--- config.mk ---
export PLATFORM = sky130hd
export DESIGN_NAME = selfcomp_monitor
export DESIGN_NICKNAME = d
export VERILOG_FILES = /design/src/rtl/selfcomp_monitor.sv
export SDC_FILE = /design/constraint.sdc
export NUM_CORES = 1
export LEC_CHECK = 0
export BUFFER_PORTS_ARGS = -buffer_cell sky130_fd_sc_hd__buf_2
export CAP_MARGIN = 20
export CORE_AREA = 2 2 118 120
export CTS_CLUSTER_DIAMETER = 150
export DETAILED_ROUTE_END_ITERATION = 8
export DIE_AREA = 0 0 120 122
export PLACE_DENSITY_LB_ADDON = 0.05
export SLEW_MARGIN = 20
export SYNTH_ARGS = -nofsm -noshare
export SYNTH_HDL_FRONTEND = slang
export SYNTH_SLANG_ARGS = --single-unit
--- constraint.sdc ---
create_clock -name clock -period 2.15 [get_ports clock]
set_input_delay 0.1075 -clock clock [delete_from_list [all_inputs] [get_ports clock]]
set_output_delay 0.1075 -clock clock [all_outputs]
set_load 0.05 [all_outputs]
--- src/rtl/selfcomp_monitor.sv ---
// selfcomp_monitor: observes NUM_COPIES self-composed copies of a DUT that share
// one input handshake, and flags timing divergence between the copies.
//
// Per transaction it measures each copy's completion latency (cycles from the
// input accept to the copy's first output handshake), reports the set of copies
// that finished first, the spread between first and last completion, copy-0
// latency, a timeout if some copy never answers, and protocol misuse.
//
// Optional feature (macro SELFCOMP_RESULT_CHECK_EN): capture each copy's result
// at completion and compare all of them against copy 0 in the CHECK cycle.
//
// Handshake semantics: an input transfer happens on a rising edge where
// io_in_valid & io_in_ready are both 1; copy i's output transfer happens on a
// rising edge where io_out_valid[i] & io_out_ready are both 1. Only the first
// output transfer of each copy per transaction counts; later ones are ignored.
module selfcomp_monitor #(
  parameter int NUM_COPIES = 2,
  parameter int DATA_W     = 128,
  parameter int CNT_W      = 8,
  parameter int TIMEOUT    = 255
) (
  input  logic                         clock,
  input  logic                         reset,
  input  logic                         io_in_valid,
  input  logic                         io_in_ready,
  input  logic [NUM_COPIES-1:0]        io_out_valid,
  input  logic                         io_out_ready,
  input  logic [NUM_COPIES*DATA_W-1:0] io_out_result,
  output logic                         busy,
  output logic                         allValid,
  output logic                         timingLeak,
  output logic                         timingLeakDone,
  output logic [NUM_COPIES-1:0]        leakMask,
  output logic [CNT_W-1:0]             skew,
  output logic [CNT_W-1:0]             lat0,
  output logic                         timeout,
  output logic [15:0]                  txnCount,
  output logic                         protoErr,
  output logic                         resultMismatch
);

  typedef enum logic [1:0] {
    ST_IDLE  = 2'd0,
    ST_BUSY  = 2'd1,
    ST_CHECK = 2'd2
  } state_t;

  localparam logic [CNT_W-1:0] CNT_MAX   = '1;
  localparam logic [CNT_W-1:0] TIMEOUT_C = CNT_W'(TIMEOUT);

  state_t                  state_q;
  state_t                  state_d;

  logic                    accept;
  logic                    in_busy;
  logic [NUM_COPIES-1:0]   done_q;
  logic [NUM_COPIES-1:0]   comp;
  logic                    all_done;
  logic                    diverge;
  logic                    tmo_hit;
  logic [CNT_W-1:0]        cnt_q;
  logic [CNT_W-1:0]        lat_now;
  logic [CNT_W-1:0]        first_lat_q;
  logic [CNT_W-1:0]        last_lat_q;
  logic [CNT_W-1:0]        lat0_q;

  assign accept  = io_in_valid & io_in_ready;
  assign in_busy = (state_q == ST_BUSY);

  // Per-cycle completion events: first output handshake of each copy while BUSY.
  always_comb begin
    comp = '0;
    if (in_busy) begin
      comp = io_out_valid & ~done_q & {NUM_COPIES{io_out_ready}};
    end
  end

  // Latency of a completion at this edge (counter + 1), held at the counter maximum.
  always_comb begin
    lat_now = cnt_q + 1'b1;
    if (cnt_q == CNT_MAX) begin
      lat_now = CNT_MAX;
    end
  end

  // Divergence, all-done and timeout decisions for the current BUSY cycle.
  // A completion in the timeout cycle wins: the timeout is deferred to a cycle
  // with no completion.
  always_comb begin
    all_done = &(done_q | comp);
    diverge  = in_busy && (comp != '0) && ((~comp & ~done_q) != '0);
    tmo_hit  = in_busy && !all_done && (comp == '0) && (lat_now >= TIMEOUT_C);
  end

  // State register.
  always_ff @(posedge clock or posedge reset) begin
    if (reset) begin
      state_q <= ST_IDLE;
    end else begin
      state_q <= state_d;
    end
  end

  // Next-state logic.
  always_comb begin
    state_d = state_q;
    case (state_q)
      ST_IDLE: begin
        if (accept) begin
          state_d = ST_BUSY;
        end
      end
      ST_BUSY: begin
        if (all_done || tmo_hit) begin
          state_d = ST_CHECK;
        end
      end
      ST_CHECK: begin
        state_d = ST_IDLE;
      end
      default: begin
        state_d = ST_IDLE;
      end
    endcase
  end

  assign busy           = (state_q != ST_IDLE);
  assign timingLeakDone = (state_q == ST_CHECK);

  // Registered AND of the per-copy output valids.
  always_ff @(posedge clock or posedge reset) begin
    if (reset) begin
      allValid <= 1'b0;
    end else begin
      allValid <= &io_out_valid;
    end
  end

  // Cycle counter and per-copy done mask for the outstanding transaction.
  always_ff @(posedge clock or posedge reset) begin
    if (reset) begin
      cnt_q  <= '0;
      done_q <= '0;
    end else if (state_q == ST_IDLE) begin
      if (accept) begin
        cnt_q  <= '0;
        done_q <= '0;
      end
    end else if (in_busy) begin
      if (cnt_q != CNT_MAX) begin
        cnt_q <= cnt_q + 1'b1;
      end
      done_q <= done_q | comp;
    end
  end

  // First/last completion latency, copy-0 latency and the first-finisher mask.
  always_ff @(posedge clock or posedge reset) begin
    if (reset) begin
      leakMask    <= '0;
      first_lat_q <= '0;
      last_lat_q  <= '0;
      lat0_q      <= '0;
    end else if (state_q == ST_IDLE) begin
      if (accept) begin
        leakMask    <= '0;
        first_lat_q <= '0;
        last_lat_q  <= '0;
        lat0_q      <= '0;
      end
    end else if (in_busy && (comp != '0)) begin
      if (done_q == '0) begin
        leakMask    <= comp;
        first_lat_q <= lat_now;
      end
      last_lat_q <= lat_now;
      if (comp[0]) begin
        lat0_q <= lat_now;
      end
    end
  end

  // Sticky divergence and timeout flags.
  always_ff @(posedge clock or posedge reset) begin
    if (reset) begin
      timingLeak <= 1'b0;
      timeout    <= 1'b0;
    end else begin
      if (diverge || tmo_hit) begin
        timingLeak <= 1'b1;
      end
      if (tmo_hit) begin
        timeout <= 1'b1;
      end
    end
  end

  // An accept while a transaction is still open is a protocol error; it is dropped.
  always_ff @(posedge clock or posedge reset) begin
    if (reset) begin
      protoErr <= 1'b0;
    end else if (accept && (state_q != ST_IDLE)) begin
      protoErr <= 1'b1;
    end
  end

  // End-of-transaction publication: counter, skew and copy-0 latency.
  always_ff @(posedge clock or posedge reset) begin
    if (reset) begin
      txnCount <= '0;
      skew     <= '0;
      lat0     <= '0;
    end else if (state_q == ST_CHECK) begin
      txnCount <= txnCount + 16'd1;
      skew     <= last_lat_q - first_lat_q;
      lat0     <= lat0_q;
    end
  end

`ifdef SELFCOMP_RESULT_CHECK_EN
  logic [DATA_W-1:0] res_q [NUM_COPIES];
  logic              res_diff;

  // Capture each copy's result at its completion; clear at accept.
  always_ff @(posedge clock or posedge reset) begin
    if (reset) begin
      for (int i = 0; i < NUM_COPIES; i++) begin
        res_q[i] <= '0;
      end
    end else if ((state_q == ST_IDLE) && accept) begin
      for (int i = 0; i < NUM_COPIES; i++) begin
        res_q[i] <= '0;
      end
    end else if (in_busy) begin
      for (int i = 0; i < NUM_COPIES; i++) begin
        if (comp[i]) begin
          res_q[i] <= io_out_result[i*DATA_W +: DATA_W];
        end
      end
    end
  end

  // Compare every completed copy's result against copy 0.
  always_comb begin
    res_diff = 1'b0;
    for (int i = 1; i < NUM_COPIES; i++) begin
      if (done_q[i] && done_q[0] && (res_q[i] != res_q[0])) begin
        res_diff = 1'b1;
      end
    end
  end

  // Sticky result-divergence flag, evaluated in the CHECK cycle.
  always_ff @(posedge clock or posedge reset) begin
    if (reset) begin
      resultMismatch <= 1'b0;
    end else if ((state_q == ST_CHECK) && res_diff) begin
      resultMismatch <= 1'b1;
    end
  end
`else
  logic unused_result;

  assign unused_result  = ^io_out_result;
  assign resultMismatch = 1'b0;
`endif

endmodule

==> impl_metrics.py, run 1 <==
metrics = {
    "route": {
        "ant_nets": 0,
        "wl_per_cell_um": 15.9,
        "drc": 0,
        "drtIter0Drc": 77,
        "firstDrtPassIters": 4,
        "totalWireLength_um": 9230,
        "drt-vias-per-instance": 4.47,
        "dr_total_vias": 2597,
    },
    "hold_path": {
        "hold_class": "input pin to flip-flop",
    },
    "power_and_ir_drop": {
        "p_leak_nw": 2.14,
        "peakVddDrop_v": 0.000537,
        "power.density_nw_per_um2": 1370,
    },
    "timing": {
        "holdWs_ns": 0.0612,
        "fin_crit_sh": 0.895,
        "drv_slew": 0,
        "fin_ws_ns": 0.225,
        "clock.fmax_mhz": 519,
        "grt_setup_unrepaired": "no",
        "skew_ns": 0.00701,
        "fin_setup_tns_ns": 0,
        "min_period_ns": 1.93,
        "hold_viol_final": 0,
        "setup_viol": 0,
    },
    "synth": {
        "ys_ff_latch": 74,
        "synth_compound_gate_area_share": 0.103,
        "synth_cell_type_count": 51,
        "synth_mux_area_frac": 0.0796,
        "synth-adder-area-share": 0.0379,
        "synth_edf_count": 0,
        "postSynthAreaPerCell_um2": 10.6,
        "synth_top_flop_cell": "dfrtp_1",
        "ys_warn_count": 0,
        "synth_area_um2": 3500,
        "syn_inst": 332,
        "synth-seq-area-share": 0.529,
        "synthesis.nets": 605,
        "synthArstFlopShare": 1.00,
        "synth-simple-area-share": 0.174,
        "synth_top_family_by_area": "simple AND/OR/NAND/NOR gates",
        "synth-xor-area-share": 0.0500,
    },
    "clock_network": {
        "cts.sinks": 74,
        "cts_made_buffers": 9,
        "clk_transition_reported_paths_ns": 0.06,
        "clk_latency_ns": 0.33,
        "h-tree-depth": 3,
        "root_buffer": "clkbuf_16",
        "cts_tree": "built",
        "postCtsSetupRepairBufs": 0,
        "clock_path_buffers": 2,
    },
    "place": {
        "gp_congestion": 0.739,
        "dp_cells": 563,
        "io_buffers": 46,
        "place_hpwl_um": 6620,
        "dp_slack_ns": 0.232,
    },
    "worst_setup_path": {
        "crit_path_end": "first_lat_q[7]",
        "r2r_start": "state_q[1]",
        "path_max_fanout": 9,
        "crit_start": "state_q[1]",
        "ff2ff_setup_slack_ns": 0.22,
        "path_class": "flip-flop to flip-flop",
        "cp_cell_sequence": "nand2b_4, nor3_2, o21ai_1, nand2_2, mux2_2",
        "cp.depth": 5,
        "startpoint_type": "flip-flop",
        "r2r_cells": 5,
        "arrival_ns": 2.14,
        "setup.worst_path.end_class": "flip-flop",
        "slowest_delay_ns": 0.44,
        "reg2reg_to": "first_lat_q[7]",
        "cpMaxStageDelayCell": "dfrtp_1",
        "path_buf_inv": 0,
        "path_delay_family": "simple AND/OR/NAND/NOR gates",
        "critPathRequiredTime_ns": 2.37,
    },
    "floorplan": {
        "core_um2": 13500,
        "initial_core_util": 0.259,
        "num_io_pins": 304,
        "die_x_um": 120,
        "num_rows": 43,
        "fp.dieH_um": 122,
        "die_area_um2": 14600,
    },
    "status": {
        "status": "complete, no violations",
    },
    "layout": {
        "final_layout_size_suffix_gt1_frac": 0.282,
        "final_nets": 670,
        "fin_util": 0.322,
        "antenna_cells": 0,
        "fin_cells": 581,
        "area_delta_synth_final_pct": 23.9,
    },
    "grt": {
        "grt_pass1_wl_um": 15000,
        "grt_antenna_before_repair": 0,
        "overflow": 0,
        "grt_pass1_vias": 2632,
        "track_usage": 0.135,
        "grt_max_degree": 75,
    },
    "flow_run": {
        "max_cap_violations": 0,
    },
}
[per-stage QoR]
stage               power (mW)  instance area, um^2
floorplan                 3.77                 3500
global placement          4.56                 4030
detailed placement        4.56                 4030
CTS                       6.08                 4340
global route              6.38                 4340
finish                    5.94                 4340
[what timing repair did]
action,in CTS,in global routing
resized for setup,0,0
endpoints found under the setup margin,0,0
hold buffers,3,0
endpoints found under the hold margin,75,0
[power by group]
group	total (mW)	leakage, nW	switching, mW	internal, mW
Combinational	2.53	1.02	1.67	0.862
Sequential	1.98	0.983	0.262	1.71
Clock	1.43	0.141	0.595	0.838
Total	5.94	2.14	2.53	3.41
[Yosys cell counts, types with 3 or more instances]
library cell  instances  area, um^2
o31ai_1               6        45.0
nor3_1                6        30.0
a31oi_1               3        18.8
o21a_1                5        37.5
dfrtp_1              74        1850
nand2_2               3        18.8
and3_1                6        37.5
xor2_1               10        87.6
nand2_1              45         169
a21oi_1              11        55.1
nand4_1               6        37.5
mux2_2               23         259
o21ai_0              20         100
inv_1                14        52.6
xnor2_1              10        87.6
clkbuf_1              3        11.3
nand3_1              13        65.1
nor2_1               23        86.3
ha_1                  9         113
[worst reg2reg max path, stage by stage (launching register included)]
cell and delay [ns]:
dfrtp_1 0.44, nand2b_4 0.19, nor3_2 0.33, o21ai_1 0.18, nand2_2 0.29, mux2_2 0.38
[registers in the layout, indices dropped and copies added (netlist names)]
register,count
txnCount,16
cnt_q,8
first_lat_q,8
last_lat_q,8
lat0,8
lat0_q,8
skew,8
done_q,2
leakMask,2
state_q,2
allValid,1
protoErr,1
timeout,1
timingLeak,1
[worst min-delay path by stage]
stage / start / endpoint / slack (ns) / cells past startpoint
after floorplan: io_in_ready / done_q[0] / 0.20 / 1
after global placement: reset / leakMask[1] / 0.24 / 3
after detailed placement: reset / done_q[1] / 0.24 / 3
after CTS: io_out_valid[1] / allValid / 0.05 / 2
after global routing: io_out_valid[1] / allValid / 0.07 / 2
final: io_out_valid[1] / allValid / 0.06 / 2
[final cells by class]
class,instances,area [um^2]
Clock buffer,11,253
Multi-Input combinational cell,236,1560
Timing Repair Buffer,62,370
Clock inverter,4,27.5
Inverter,14,52.6
Tap cell,180,225
Sequential cell,74,1850
Fill cell,1398,9160
[layout by cell type (no fill, tap or decap), types with 2 or more instances in the layout]
cell	count
a31oi_1	3
xnor2_1	10
o21a_1	5
buf_4	12
nand4_1	6
and4_1	2
mux2_2	23
clkbuf_16	9
nand2_1	45
nand3_1	13
ha_1	9
clkinv_4	2
o21bai_1	2
and3_1	6
nor3_1	6
inv_1	13
nand2_2	3
clkinv_2	2
and2_1	2
dfrtp_1	74
a21o_1	2
clkbuf_8	2
o21ai_0	20
xor2_1	10
or2_2	2
buf_2	46
nor2_1	23
o31ai_1	6
a211oi_1	2
mux2i_1	2
a21oi_1	11
nand2b_1	2
o31a_1	2
dlygate4sd3_1	3
[cell families after synthesis]
family / after synthesis
AND/OR/NAND/NOR: 122
flip-flops: 74
AO/OA/AOI/OAI: 58
multiplexers: 25
buffers and inverters: 22
XOR/XNOR: 20
adder cells (fa/ha/maj): 10
other: 1
[per-layer routing]
| layer | GRT usage | wire length [um] | up-vias |
|---|---|---|---|
| li1 | - | - | 1284 |
| met1 | 0.187 | 4590 | 1267 |
| met2 | 0.208 | 4270 | 35 |
| met3 | 0.0351 | 258 | 11 |
| met4 | 0.0419 | 104 | 0 |
| met5 | 0 | 0 | - |
Power figures use the tool's default switching activity.
==> run 2: changes to the inputs <==
--- a/config.mk
+++ b/config.mk
@@ -5,12 +5,12 @@
 export SDC_FILE = /design/constraint.sdc
 export NUM_CORES = 1
 export LEC_CHECK = 0
+export ABC_AREA = 1
 export BUFFER_PORTS_ARGS = -buffer_cell sky130_fd_sc_hd__buf_2
-export CAP_MARGIN = 20
-export CORE_AREA = 2 2 118 120
+export CORE_AREA = 2 2 119 121
 export CTS_CLUSTER_DIAMETER = 150
 export DETAILED_ROUTE_END_ITERATION = 8
-export DIE_AREA = 0 0 120 122
+export DIE_AREA = 0 0 121 123
 export PLACE_DENSITY_LB_ADDON = 0.05
 export SLEW_MARGIN = 20
 export SYNTH_ARGS = -nofsm -noshare
==> constraint.sdc (replaced) <==
create_clock -name clock -period 2.15 [get_ports clock]
set_input_delay 0.1075 -clock clock [delete_from_list [all_inputs] [get_ports clock]]
set_output_delay 0.1075 -clock clock [all_outputs]
set_load 0.005 [all_outputs]
==> impl_metrics.py, run 2 <==
metrics = {
    "worst_setup_path": {
        "cp_cell_sequence": "inv_2, nand2_2, nor2_4, nor2_4, o21ai_4, inv_1, nand2_1, o21ai_0",
        "startpoint_type": "flip-flop",
        "slowest_delay_ns": 0.46,
        "r2r_cells": 8,
        "path_class": "flip-flop to flip-flop",
        "cp.depth": 8,
        "cpMaxStageDelayCell": "dfrtp_1",
        "arrival_ns": 2.09,
        "setup.worst_path.end_class": "flip-flop",
        "cpMostUsedCell": "nor2_4",
        "path_max_fanout": 16,
        "path_buf_inv": 2,
        "critPathRequiredTime_ns": 2.37,
        "path_delay_family": "simple AND/OR/NAND/NOR gates",
    },
    "clock_network": {
        "cts_tree": "built",
        "root_buffer": "clkbuf_16",
        "cts.sinks": 74,
        "cts_made_buffers": 9,
        "clk_latency_ns": 0.34,
        "h-tree-depth": 3,
        "clock_path_buffers": 2,
        "clk_transition_reported_paths_ns": 0.06,
        "ctsResizeCount": 0,
    },
    "synth": {
        "synth.most_common_cell": "nand2_1",
        "synth_mux_area_frac": 0,
        "ys_warn_count": 0,
        "synth_top_family_by_area": "simple AND/OR/NAND/NOR gates",
        "synthArstFlopShare": 1.00,
        "synth_edf_count": 0,
        "synth_top_flop_cell": "dfrtp_1",
        "synth_cell_type_count": 39,
        "synthesis.nets": 684,
        "synth_top_area_cell": "dfrtp_1",
        "ys_ff_latch": 74,
        "postSynthAreaPerCell_um2": 8.92,
        "synth-simple-area-share": 0.237,
        "synth-xor-area-share": 0.0430,
        "synth_compound_gate_area_share": 0.108,
        "syn_inst": 411,
        "synth_area_um2": 3670,
        "synth-adder-area-share": 0.0362,
        "synth-seq-area-share": 0.505,
        "synth_top_area_share": 0.505,
        "ys_top_cells_by_count": "113 x nand2_1, 74 x dfrtp_1, 46 x inv_1",
        "synthTopCellsByArea": "dfrtp_1 50%, nand2_1 12%, inv_1 4.7%, o21ai_0 4.6%, ha_1 3.1%",
    },
    "route": {
        "ant_nets": 0,
        "drc": 0,
        "totalWireLength_um": 9460,
        "wl_per_cell_um": 14.4,
        "drt-vias-per-instance": 4.33,
        "dr_total_vias": 2838,
        "firstDrtPassIters": 4,
        "drtIter0Drc": 132,
    },
    "place": {
        "place_hpwl_um": 6990,
        "gp_congestion": 0.800,
        "io_buffers": 46,
        "dpl-instance-area_um2": 4150,
    },
    "grt": {
        "track_usage": 0.140,
        "grt_pass1_vias": 2962,
        "grt_antenna_before_repair": 0,
        "grt_max_degree": 37,
        "grt_pass1_wl_um": 15600,
        "overflow": 0,
    },
    "timing": {
        "setup_viol": 0,
        "grt_setup_unrepaired": "no",
        "tightest_slew_ns": 0.544,
        "drv_slew": 0,
        "hold_viol_final": 0,
        "clock.fmax_mhz": 534,
        "min_period_ns": 1.87,
        "fin_crit_sh": 0.872,
        "relSlewSlack": 0.637,
        "skew_ns": 0.00810,
        "fin_setup_tns_ns": 0,
    },
    "power_and_ir_drop": {
        "power.density_nw_per_um2": 1330,
        "peakVddDrop_v": 0.000446,
        "p_leak_nw": 2.29,
    },
    "floorplan": {
        "num_io_pins": 304,
        "fp.dieH_um": 123,
        "die_area_um2": 14900,
        "initial_core_util": 0.269,
        "num_rows": 43,
        "core_um2": 13600,
        "die_x_um": 121,
    },
    "layout": {
        "multi_input_area_um2": 1560,
        "final_layout_size_suffix_gt1_frac": 0.206,
        "largest_reg_flops": 16,
        "final_area_um2": 4500,
        "layout_commonest_cell": "nand2_1",
        "final_nets": 745,
        "antenna_cells": 0,
        "regMostFlops": "txnCount",
        "fillerInstances": 1427,
        "area_delta_synth_final_pct": 22.7,
        "final_cell_mix": "113 x nand2_1, 74 x dfrtp_1, 46 x buf_2",
        "register_area_um2": 1850,
    },
    "status": {
        "status": "complete, no violations",
    },
    "hold_path": {
        "holdPathStages": 5,
        "hold_class": "input pin to flip-flop",
    },
    "flow_run": {
        "max_cap_violations": 0,
    },
}
==> run 2: final cells by class <==
cell class,instances,area share
clock buffers,13,0.0578
inverters,51,0.0442
repair buffers,58,0.0756
multi-input cells,278,0.347
flip-flops and latches,74,0.412
well taps,180,0.0501
clock inverters,2,0.0133
==> run 2: cells by family (layout without fill, tap and decap cells) <==
kind of cell    Yosys count  count (layout)
flops                    74              74
fa+ha+maj                10              10
buf+inv                  59             124
xor+xnor                 18              18
compound gates           70              70
simple gates            179             179
other cells               1               1
==> run 2: per-layer routing <==
| metal | vias to the layer above | routed length [um] | track usage |
|---|---|---|---|
| met5 | - | 0 | 0 |
| met4 | 0 | 133 | 0.0480 |
| met3 | 10 | 663 | 0.0595 |
| met2 | 46 | 4020 | 0.206 |
| met1 | 1348 | 4640 | 0.184 |
| li1 | 1434 | - | - |
==> run 2: final timing paths <==
kind	startpoint	to	slack, ns
max reg2reg	state_q[1]	first_lat_q[2]	0.28
min in group asynchronous	reset	txnCount[8]	0.33
min reg2reg	timeout	timeout	0.47
min	io_out_ready	done_q[0]	0.16
max	state_q[1]	first_lat_q[2]	0.28
max in group asynchronous	reset	first_lat_q[5]	1.15
==> run 2: stage by stage <==
| stage | total power, mW | instances | utilization | setup slack [ns] | hold slack (ns) |
|---|---|---|---|---|---|
| global placement | 4.41 | 638 | 0.305 | 0.218 | 0.156 |
| finish | 5.99 | 656 | 0.331 | 0.276 | 0.161 |
| floorplan | 3.59 | 411 | - | 0.161 | 0.207 |
| detailed placement | 4.41 | 638 | 0.305 | 0.212 | 0.156 |
| global route | 6.51 | 656 | 0.331 | 0.0817 | 0.200 |
| CTS | 6.12 | 656 | 0.331 | 0.204 | 0.148 |
==> run 2: worst reg2reg max path, cell delays in order (launching register included) <==
cell     delay (ns)
dfrtp_1        0.46
inv_2          0.08
nand2_2        0.11
nor2_4         0.26
nor2_4         0.08
o21ai_4        0.39
inv_1          0.22
nand2_1        0.09
o21ai_0        0.07
==> run 2: timing repair <==
item,in CTS,in global routing
endpoints found under the setup margin,0,0
buffers inserted,0,0
hold endpoints to repair,19,0
hold buffers,3,0
==> run 2: power by group <==
part           switching [mW]  internal [mW]  leakage (nW)
sequential              0.258           1.77         0.965
combinational            1.43          0.878          1.17
clock                   0.576           1.07         0.156
total                    2.26           3.73          2.29
